## config.mk

```make
export PLATFORM = sky130hd
export DESIGN_NAME = clock_counters
export DESIGN_NICKNAME = d
export VERILOG_FILES = /design/src/rtl/clock_pkg.sv /design/src/rtl/bcd_mod_counter.sv /design/src/rtl/clock_counters.sv
export SDC_FILE = /design/constraint.sdc
export NUM_CORES = 1
export LEC_CHECK = 0
export ABC_AREA = 0
export CORE_UTILIZATION = 45
export DETAILED_ROUTE_END_ITERATION = 8
export PLACE_DENSITY = 0.84
export SYNTH_ARGS = -nofsm -noshare
export SYNTH_HDL_FRONTEND = slang
export SYNTH_SLANG_ARGS = --single-unit
```

## constraint.sdc

```tcl
create_clock -name i_Clock -period 1.8 [get_ports i_Clock]
set_clock_uncertainty 0.1 [all_clocks]
set_input_delay 0.18 -clock i_Clock [delete_from_list [all_inputs] [get_ports i_Clock]]
set_output_delay 0.18 -clock i_Clock [all_outputs]
set_load 0.05 [all_outputs]
```

## src/rtl/clock_pkg.sv

```systemverilog
// Shared constants for the time-of-day counter: digit widths and the
// terminal value of each field, kept as BCD tens/units pairs.
package clock_pkg;

    // Digit widths
    localparam int UNITS_W     = 4;
    localparam int SEC_TENS_W  = 3;
    localparam int MIN_TENS_W  = 3;
    localparam int HOUR_TENS_W = 2;

    // Largest units digit in any field
    localparam int UNITS_MAX = 9;

    // SEC_MAX = 59
    localparam int SEC_TENS_MAX  = 5;
    localparam int SEC_UNITS_MAX = 9;

    // MIN_MAX = 59
    localparam int MIN_TENS_MAX  = 5;
    localparam int MIN_UNITS_MAX = 9;

    // HOUR_MAX = 23
    localparam int HOUR_TENS_MAX  = 2;
    localparam int HOUR_UNITS_MAX = 3;

endpackage

```

## src/rtl/bcd_mod_counter.sv

```systemverilog
// Two-digit BCD counter that wraps to 00 after reaching TENS_MAX /
// UNITS_MAX_AT_TENS_MAX. A synchronous clear takes priority over a step.
// at_max is decoded from the registered digits, so it is stable all cycle
// and the parent can build its carry chain from it within the same edge.
module bcd_mod_counter
    import clock_pkg::*;
#(
    parameter int TENS_W                = 3,
    parameter int TENS_MAX              = 5,
    parameter int UNITS_MAX_AT_TENS_MAX = 9
) (
    input  logic               i_Clock,
    input  logic               i_Reset_n,
    input  logic               i_Clear,
    input  logic               i_Step,
    output logic [UNITS_W-1:0] o_Units,
    output logic [TENS_W-1:0]  o_Tens,
    output logic               o_At_Max
);

    localparam logic [TENS_W-1:0]  TENS_LAST  = TENS_W'(TENS_MAX);
    localparam logic [UNITS_W-1:0] UNITS_LAST = UNITS_W'(UNITS_MAX_AT_TENS_MAX);
    localparam logic [UNITS_W-1:0] UNITS_NINE = UNITS_W'(UNITS_MAX);

    logic [UNITS_W-1:0] units_q;
    logic [TENS_W-1:0]  tens_q;

    // Terminal-count decode used for both wrap and the outgoing carry
    always_comb begin
        o_At_Max = (tens_q == TENS_LAST) && (units_q == UNITS_LAST);
    end

    // Digit registers: clear beats step; units roll 9->0 into tens
    always_ff @(posedge i_Clock or negedge i_Reset_n) begin
        if (!i_Reset_n) begin
            units_q <= '0;
            tens_q  <= '0;
        end else if (i_Clear) begin
            units_q <= '0;
            tens_q  <= '0;
        end else if (i_Step) begin
            if (o_At_Max) begin
                units_q <= '0;
                tens_q  <= '0;
            end else if (units_q == UNITS_NINE) begin
                units_q <= '0;
                tens_q  <= tens_q + 1'b1;
            end else begin
                units_q <= units_q + 1'b1;
            end
        end
    end

    assign o_Units = units_q;
    assign o_Tens  = tens_q;

endmodule

```

## src/rtl/clock_counters.sv

```systemverilog
// Time-of-day core: seconds, minutes and hours in BCD, 00:00:00..23:59:59.
// Normal mode ripples carries through the fields in a single edge, each
// carry gated by the next field's enable. Set mode steps minutes or hours
// directly, minutes having priority, with no carry between fields.
module clock_counters
    import clock_pkg::*;
(
    input  logic                   i_Clock,
    input  logic                   i_Reset_n,
    input  logic                   i_Reset_Sec,
    input  logic                   i_Enable_Increment,
    input  logic                   i_Enable_Count_Sec,
    input  logic                   i_Enable_Count_Min,
    input  logic                   i_Enable_Count_Hour,
    output logic [UNITS_W-1:0]     o_Units_Sec,
    output logic [SEC_TENS_W-1:0]  o_Tens_Sec,
    output logic [UNITS_W-1:0]     o_Units_Min,
    output logic [MIN_TENS_W-1:0]  o_Tens_Min,
    output logic [UNITS_W-1:0]     o_Units_Hour,
    output logic [HOUR_TENS_W-1:0] o_Tens_Hour
);

    logic sec_at_max, min_at_max, hour_at_max;
    logic sec_step, sec_carry;
    logic min_step, min_carry;
    logic hour_step;

    // Step/carry gating; a seconds clear suppresses both the tick and its carry
    always_comb begin
        sec_step  = ~i_Enable_Increment & i_Enable_Count_Sec & ~i_Reset_Sec;
        sec_carry = sec_step & sec_at_max;
        if (i_Enable_Increment) begin
            min_step  = i_Enable_Count_Min;
            min_carry = 1'b0;
            hour_step = i_Enable_Count_Hour & ~i_Enable_Count_Min;
        end else begin
            min_step  = sec_carry & i_Enable_Count_Min;
            min_carry = min_step & min_at_max;
            hour_step = min_carry & i_Enable_Count_Hour;
        end
    end

    bcd_mod_counter #(
        .TENS_W                (SEC_TENS_W),
        .TENS_MAX              (SEC_TENS_MAX),
        .UNITS_MAX_AT_TENS_MAX (SEC_UNITS_MAX)
    ) u_sec (
        .i_Clock   (i_Clock),
        .i_Reset_n (i_Reset_n),
        .i_Clear   (i_Reset_Sec),
        .i_Step    (sec_step),
        .o_Units   (o_Units_Sec),
        .o_Tens    (o_Tens_Sec),
        .o_At_Max  (sec_at_max)
    );

    bcd_mod_counter #(
        .TENS_W                (MIN_TENS_W),
        .TENS_MAX              (MIN_TENS_MAX),
        .UNITS_MAX_AT_TENS_MAX (MIN_UNITS_MAX)
    ) u_min (
        .i_Clock   (i_Clock),
        .i_Reset_n (i_Reset_n),
        .i_Clear   (1'b0),
        .i_Step    (min_step),
        .o_Units   (o_Units_Min),
        .o_Tens    (o_Tens_Min),
        .o_At_Max  (min_at_max)
    );

    bcd_mod_counter #(
        .TENS_W                (HOUR_TENS_W),
        .TENS_MAX              (HOUR_TENS_MAX),
        .UNITS_MAX_AT_TENS_MAX (HOUR_UNITS_MAX)
    ) u_hour (
        .i_Clock   (i_Clock),
        .i_Reset_n (i_Reset_n),
        .i_Clear   (1'b0),
        .i_Step    (hour_step),
        .o_Units   (o_Units_Hour),
        .o_Tens    (o_Tens_Hour),
        .o_At_Max  (hour_at_max)
    );

    // Hours terminal flag is not needed: nothing sits above the hours field
    logic unused_hour_at_max;
    assign unused_hour_at_max = hour_at_max;

endmodule

```

==> Implementation_results.wiki, run 1 <==
{| class="wikitable"
! Metric !! Value
|-
| Outcome || complete, but fails checks
|-
| Violated checks || negative setup slack
|-
| CTS Buffer Depth || 2
|-
| Net count of the finished layout || 197
|-
| Detailed Route Iter0 Violations || 14
|-
| GRT Total Usage || 21.7%
|-
| Sequential fraction of the synthesis area || 40.4%
|-
| Total core area || 2540 sq um
|-
| DPL Wire Length || 2200 um
|-
| Last weighted congestion value of the routability-driven placer || 0.733
|-
| Total of buffers placed on input and output ports || 26
|-
| Pin count of the biggest net entering global routing || 21
|-
| Number of endpoints failing setup at the final stage || 2
|-
| Top cell type's share of synthesized area || 40.4%
|-
| Signal arrival time at the worst endpoint || 1.98 ns
|-
| Residual DRC || 0
|-
| EDFF count, synth || 0
|-
| Wire length per cell after detailed routing || 14.8 um
|-
| Mean number of vias per cell || 5.64
|-
| Share of the clock period used by the worst path || 105%
|-
| Synth Net Count || 142
|-
| Max-Slew Margin vs Limit || 76.8%
|-
| GR met3 Demand/Resource || 3.33%
|-
| Number of cells produced by synthesis || 125
|-
| Remaining number of nets flagged by the antenna check after routing || 0
|-
| Synthesized area per cell || 9.91 sq um
|-
| Worst r2r dst || u_hour.o_Units[3]$_DFFE_PN0P_
|-
| Minimum period implied by the final worst setup slack || 1.89 ns
|-
| Drt pass-1 iters || 4
|-
| Ys flop type || sky130_fd_sc_hd__dfrtp_1
|-
| Total via count after detailed routing || 1179
|-
| Reg-to-reg critical path startpoint || u_min.o_Tens[1]$_DFFE_PN0P_
|-
| Leakage Power || 0.000815 uW
|-
| Total overflow reported by the global router || 0
|-
| Hold violation total from the final report || 0
|-
| CTS tree || built
|-
| Layout Cells excl Fill || 209
|-
| Top cell type by total area after synthesis || sky130_fd_sc_hd__dfrtp_1
|-
| Async S/R FF share, synth || 100%
|-
| Power density over cell area || 1370 nW/um^2
|-
| Top-level port count || 27
|-
| Actual transition at the worst max-transition pin || 0.346 ns
|-
| Ranking of synthesized cells by instance count || sky130_fd_sc_hd__dfrtp_1, sky130_fd_sc_hd__a21oi_1, sky130_fd_sc_hd__nor2_1, sky130_fd_sc_hd__ha_1
|-
| Die footprint || 2970 sq um
|-
| Worst Setup Start Kind || register
|-
| Number of clock buffers inserted by TritonCTS || 3
|-
| Diode insertion count for antenna repair || 0
|-
| GR Util met1 || 26.8%
|-
| Peak clock frequency supported by timing || 530 MHz
|-
| Final Max Slew Viols || 0
|-
| Number of levels the H-tree was split into || 1
|-
| Sum Neg Setup Slack || -0.125 ns
|-
| Area of the mapped netlist || 1240 sq um
|-
| Initial cell density of the core || 48.7%
|-
| Number of unique standard cell types used by synthesis || 36
|-
| Warnings, synthesis || 0
|-
| Most area-consuming cells after synthesis || sky130_fd_sc_hd__dfrtp_1, sky130_fd_sc_hd__ha_1, sky130_fd_sc_hd__mux2_2, sky130_fd_sc_hd__a21oi_1, sky130_fd_sc_hd__nor2_1
|-
| Cell chosen for the clock root || sky130_fd_sc_hd__clkbuf_4
|-
| Busiest layer in global routing || met2
|-
| Type of element capturing the critical path || register
|-
| Most common cell in the synthesized netlist || sky130_fd_sc_hd__dfrtp_1
|-
| Largest stage delay on the critical path || 0.42 ns
|-
| Type of the setup path with the least slack || reg -> reg
|-
| Clock net sink count || 20
|-
| Clock-pin transition on the worst setup and hold timing paths || 0.12 ns
|-
| Worst vdd rail ir drop || 1290 uV
|-
| Share of layout cells above drive strength 1 || 46.4%
|-
| Chain of cells forming the critical path || inv_2 > ha_4 > nand4b_1 > nor4_4 > o22ai_1 > a221o_1
|-
| Total Routed Length || 3080 um
|-
| Number of rows in the core area || 18
|-
| Number of placed instances, taps included || 203
|-
| Setup repair after global routing missed its margin || yes
|-
| Synthesis-stage register bit count || 20
|-
| M2 GR Usage || 39.0%
|-
| Initial antenna violation count || 0
|-
| Final worst-path setup slack || -0.0851 ns
|-
| Width of the chip || 54.5 um
|-
| Slack of the worst reg-to-reg path || -0.09 ns
|-
| Hold WC Path Type || in -> async
|-
| Req. time, crit path || 1.89 ns
|-
| Max-cap check violation count || 0
|-
| Vias in the first global route || 1041
|-
| Area growth syn-to-layout || 46.5%
|-
| Die outline height || 54.5 um
|-
| First-pass GRT wire length || 4570 um
|-
| Cell at the slowest stage of the critical path || sky130_fd_sc_hd__dfrtp_2
|-
| Worst R2R Path Depth || 6
|-
| Insertion delay to the later sink of the worst-skew pair || 0.30 ns
|-
| Crit-path max FO || 5
|}
-- how the worst max path moves through the flow --
stage / from / end / slack (ns) / cells past startpoint
final: u_min.o_Tens[1]$_DFFE_PN0P_ / u_hour.o_Units[3]$_DFFE_PN0P_ / -0.09 / 6
after floorplan: u_min.o_Tens[1]$_DFFE_PN0P_ / u_hour.o_Units[0]$_DFFE_PN0P_ / -0.17 / 6
after CTS: u_min.o_Tens[1]$_DFFE_PN0P_ / u_hour.o_Units[0]$_DFFE_PN0P_ / -0.02 / 6
after detailed placement: i_Enable_Increment / u_hour.o_Units[0]$_DFFE_PN0P_ / -0.23 / 5
after global placement: i_Enable_Increment / u_hour.o_Units[0]$_DFFE_PN0P_ / -0.21 / 5
after global routing: u_min.o_Tens[1]$_DFFE_PN0P_ / u_hour.o_Units[3]$_DFFE_PN0P_ / -0.11 / 6
-- registers in the layout, indices dropped and copies added, names as in the netlist --
name            count
u_hour.o_Tens       2
u_sec.o_Units       4
u_hour.o_Units      4
u_min.o_Units       4
u_sec.o_Tens        3
u_min.o_Tens        3
-- repair_timing --
action	4_1_cts	5_1_grt
pin swaps	3	4
hold buffers	0	0
gates resized for setup	7	4
buffers inserted	1	1
endpoints found under the setup margin	7	9
-- stage by stage --
step	cell area [sq um]	hold WS [ns]	utilization, %	setup slack, ns	total power, uW
2_1_floorplan	1300	-0.216	-	-0.166	1660
3_3_place_gp	1720	0.425	67.4	-0.214	2120
3_5_place_dp	1720	0.428	67.4	-0.233	2190
4_1_cts	1790	0.112	70.3	-0.0189	2470
5_1_grt	1810	0.130	71.3	-0.110	2640
6_report	1810	0.0988	71.3	-0.0851	2490
-- worst max-delay path, delay by kind of cell, from the launching register on --
kind	cells	cell delay (ns)
buf+inv	1	0.06
fa+ha+maj	1	0.12
compound gates	2	0.52
flops	1	0.42
simple gates	2	0.55
-- where the power goes --
part / total (uW) / internal [uW] / switching [uW]
Sequential: 752 / 586 / 166
Combinational: 1510 / 628 / 883
Clock: 229 / 86.3 / 143
Total: 2490 / 1300 / 1190
-- kinds of logic (layout without fill, tap and decap cells) --
logic type      count (synthesis)  count (layout)  synth area share (%)
flops                          20              20                  40.4
fa+ha+maj                      10              10                  10.1
mux                             7               7                  6.36
compound gates                 35              35                  17.8
simple gates                   44              44                  22.5
buf+inv                         9              63                  2.83
-- area by class of cell --
class	instances	area [sq um]
multi-input combinational	96	805
tap	30	37.5
fill	186	731
inverter	7	26.3
clock buffer	4	26.3
sequential	20	514
timing repair buffer	52	405
-- cell usage in the layout (no fill, tap or decap), types with 2 or more instances in the layout --
cell type / n
sky130_fd_sc_hd__buf_4: 46
sky130_fd_sc_hd__a21oi_1: 14
sky130_fd_sc_hd__nor2_1: 12
sky130_fd_sc_hd__dfrtp_2: 11
sky130_fd_sc_hd__dfrtp_1: 9
sky130_fd_sc_hd__nand2_1: 6
sky130_fd_sc_hd__mux2_2: 6
sky130_fd_sc_hd__ha_1: 6
sky130_fd_sc_hd__clkdlybuf4s50_1: 6
sky130_fd_sc_hd__inv_2: 4
sky130_fd_sc_hd__o31ai_1: 4
sky130_fd_sc_hd__nand3b_1: 4
sky130_fd_sc_hd__o21ai_0: 4
sky130_fd_sc_hd__ha_4: 4
sky130_fd_sc_hd__inv_1: 3
sky130_fd_sc_hd__nand2b_1: 3
sky130_fd_sc_hd__nor3_1: 3
sky130_fd_sc_hd__clkbuf_4: 3
sky130_fd_sc_hd__nand4b_1: 2
sky130_fd_sc_hd__and3_1: 2
sky130_fd_sc_hd__o22ai_1: 2
sky130_fd_sc_hd__nor3b_1: 2
sky130_fd_sc_hd__o21ai_1: 2
-- routing by layer --
layer,up-vias,routed length [um]
met5,-,0
met4,0,17
met3,2,90
met2,28,1600
met1,578,1370
li1,571,-
No activity file was read; power rests on OpenSTA's default activity.
==> inputs of run 2 (changes only) <==
- TNS_END_PERCENT: default -> 30
==> run 2 against run 1 <==
Compared with the run above: the run now ends clean; worst setup slack improved by 0.086 ns; largest cell class unchanged; utilization rose by 0.39 points; highest routed layer unchanged; first-iteration DRC count rose to 3.2 times the previous value; critical endpoint unchanged; design area rose by 0.55%; flip-flop and latch count did not move; sequential power barely moved.
==> Implementation_results.wiki, run 2 (same netlist as run 1, synthesis figures left out) <==
{| class="wikitable"
! Metric !! Value
|-
| Outcome || finished, final reports clean
|-
| Detailed Route Iter0 Violations || 45 (+31)
|-
| Number of levels the H-tree was split into || 1 (unchanged)
|-
| Diode insertion count for antenna repair || 0 (unchanged)
|-
| Bufs and invs on worst path || 2 (+1)
|-
| Req. time, crit path || 1.90 ns (about the same)
|-
| Crit-path max FO || 5 (unchanged)
|-
| Slack of the worst reg-to-reg path || 0.001 ns (+0.09 ns)
|-
| Worst Setup Start Kind || register
|-
| Number of endpoints failing setup at the final stage || 0 (-2)
|-
| Largest stage delay on the critical path || 0.42 ns (about the same)
|-
| Cell chosen for the clock root || sky130_fd_sc_hd__clkbuf_4
|-
| Max-cap check violation count || 0 (unchanged)
|-
| Initial cell density of the core || 48.7% (unchanged)
|-
| Top library cells by usage in the layout, fill and taps aside || sky130_fd_sc_hd__buf_4, sky130_fd_sc_hd__a21oi_1, sky130_fd_sc_hd__nor2_1, sky130_fd_sc_hd__dfrtp_2, sky130_fd_sc_hd__dfrtp_1
|-
| Sum Neg Setup Slack || 0 ns (+0.125 ns)
|-
| Layout Cells excl Fill || 209 (unchanged)
|-
| Share of the clock period used by the worst path || 99.9% (-4.8 points)
|-
| Minimum period implied by the final worst setup slack || 1.80 ns (-0.0862 ns)
|-
| # fillers || 183 (-1.6%)
|-
| Power density over cell area || 1370 nW/um^2 (-0.30%)
|-
| Worst r2r dst || u_hour.o_Units[3]$_DFFE_PN0P_
|-
| Clock-pin transition on the worst setup and hold timing paths || 0.12 ns (about the same)
|-
| Actual transition at the worst max-transition pin || 0.345 ns (-0.00134 ns)
|-
| Residual DRC || 0 (unchanged)
|-
| Number of rows in the core area || 18 (unchanged)
|-
| Initial antenna violation count || 0 (unchanged)
|-
| Hold WC Path Type || in -> async
|-
| Worst R2R Path Depth || 7 (+1)
|-
| Hold violation total from the final report || 0 (unchanged)
|-
| Reg-to-reg critical path startpoint || u_min.o_Tens[1]$_DFFE_PN0P_
|-
| Insertion delay to the later sink of the worst-skew pair || 0.31 ns (about the same)
|-
| Cell at the slowest stage of the critical path || sky130_fd_sc_hd__dfrtp_2
|-
| Mean number of vias per cell || 5.64 (unchanged)
|-
| Total Routed Length || 2890 um (-6.3%)
|-
| Leakage Power || 0.000817 uW (+0.24%)
|-
| Wire length per cell after detailed routing || 13.8 um (-6.3%)
|-
| First-pass GRT wire length || 4510 um (-1.4%)
|-
| Pin count of the biggest net entering global routing || 21 (unchanged)
|-
| Chain of cells forming the critical path || inv_2 > ha_4 > nand4b_1 > nor4_4 > buf_4 > o22ai_1 > a221o_1
|-
| Total core area || 2540 sq um (unchanged)
|-
| Post-detailed-placement cell area || 1720 sq um (unchanged)
|-
| Last weighted congestion value of the routability-driven placer || 0.732 (-0.16%)
|-
| Most common cell after layout, fill and taps aside || sky130_fd_sc_hd__buf_4
|-
| Number of placed instances, taps included || 203 (unchanged)
|-
| Clock net sink count || 20 (unchanged)
|-
| Total via count after detailed routing || 1179 (unchanged)
|-
| Top-level port count || 27 (unchanged)
|-
| Die footprint || 2970 sq um (unchanged)
|-
| Die outline height || 54.5 um (unchanged)
|-
| Vias in the first global route || 1035 (-0.58%)
|-
| CTS Hold Bufs || 0 (unchanged)
|-
| GRT Total Usage || 21.4% (-0.28 points)
|-
| CTS tree || built
|-
| Share of the core filled with cells in the final layout || 71.7% (+0.39 points)
|-
| Tightest hold margin || 0.0902 ns (-0.00866 ns)
|-
| Number of clock buffers inserted by TritonCTS || 3 (unchanged)
|-
| Net count of the finished layout || 197 (unchanged)
|-
| Peak clock frequency supported by timing || 556 MHz (+4.8%)
|-
| CTS Buffer Depth || 2 (unchanged)
|-
| Max-Slew Margin vs Limit || 77.0% (+0.26 points)
|-
| Type of element capturing the critical path || register
|-
| Type of the setup path with the least slack || reg -> reg
|-
| Final Max Slew Viols || 0 (unchanged)
|-
| Total of buffers placed on input and output ports || 26 (unchanged)
|-
| Share of layout cells above drive strength 1 || 47.5% (+1.1 points)
|-
| Dominant delay contributor by cell family on the critical path || simple AND/OR/NAND/NOR gates
|-
| Final Cell Area || 1820 sq um (+0.55%)
|-
| Total overflow reported by the global router || 0 (unchanged)
|-
| Width of the chip || 54.5 um (unchanged)
|-
| Signal arrival time at the worst endpoint || 1.90 ns (-0.08 ns)
|-
| Drt pass-1 iters || 4 (unchanged)
|-
| Worst vdd rail ir drop || 1400 uV (+8.4%)
|-
| Area growth syn-to-layout || 47.3%
|-
| Setup repair after global routing missed its margin || yes
|-
| DPL Wire Length || 2170 um (-1.4%)
|-
| Launch point of the worst path || u_min.o_Tens[1]$_DFFE_PN0P_
|-
| Remaining number of nets flagged by the antenna check after routing || 0 (unchanged)
|}
## run 2: cell counts in the layout (fill, tap and decap cells not counted)
Identical to the previous run, type by type.
## run 2: per-stage QoR
step / setup WS (ns) / total power [uW]
after detailed placement: -0.234 / 2190
after CTS: -0.0420 / 2470
after global routing: -0.0564 / 2660
after global placement: -0.213 / 2120
after floorplan: -0.166 / 1660
final: 0.00119 / 2500
## run 2: per-layer routing
layer  track usage, %  routed length [um]
met1             26.5                1330
met2             37.2                1460
met3             2.50                  70
met4             8.97                  29
met5                0                   0
## run 2: worst max-delay path by stage
| stage | slack [ns] | to | depth (start not counted) |
|---|---|---|---|
| after floorplan | -0.17 | u_hour.o_Units[0]$_DFFE_PN0P_ | 6 |
| after global routing | -0.06 | u_hour.o_Units[3]$_DFFE_PN0P_ | 7 |
| after CTS | -0.04 | u_hour.o_Units[0]$_DFFE_PN0P_ | 6 |
| final | 0.001 | u_hour.o_Units[3]$_DFFE_PN0P_ | 7 |
| after detailed placement | -0.23 | u_hour.o_Units[0]$_DFFE_PN0P_ | 5 |
| after global placement | -0.21 | u_hour.o_Units[0]$_DFFE_PN0P_ | 5 |
## run 2: power breakdown
part	internal, uW	total (uW)	switching, uW	leakage, uW
sequential	586	750	163	0.000239
clock	86.4	229	143	0.0000150
combinational	638	1520	880	0.000563
total	1310	2500	1190	0.000817
## run 2: worst reg2reg max path: stages (launching register included)
cell	delay [ns]
sky130_fd_sc_hd__dfrtp_2	0.42
sky130_fd_sc_hd__inv_2	0.06
sky130_fd_sc_hd__ha_4	0.12
sky130_fd_sc_hd__nand4b_1	0.13
sky130_fd_sc_hd__nor4_4	0.31
sky130_fd_sc_hd__buf_4	0.18
sky130_fd_sc_hd__o22ai_1	0.07
sky130_fd_sc_hd__a221o_1	0.32
## run 2: area by class of cell
type                            count  area, sq um  share of cell area (%)
Multi-Input combinational cell     96          815                    44.7
Sequential cell                    20          514                    28.2
Timing Repair Buffer               52          405                    22.2
Tap cell                           30         37.5                    2.06
Clock buffer                        4         26.3                    1.44
Inverter                            7         26.3                    1.44
## run 2: timing repair
item	4_1_cts	5_1_grt
gates resized for setup	9	4
pin swaps	3	1
buffers inserted	0	2
endpoints found under the setup margin	7	11
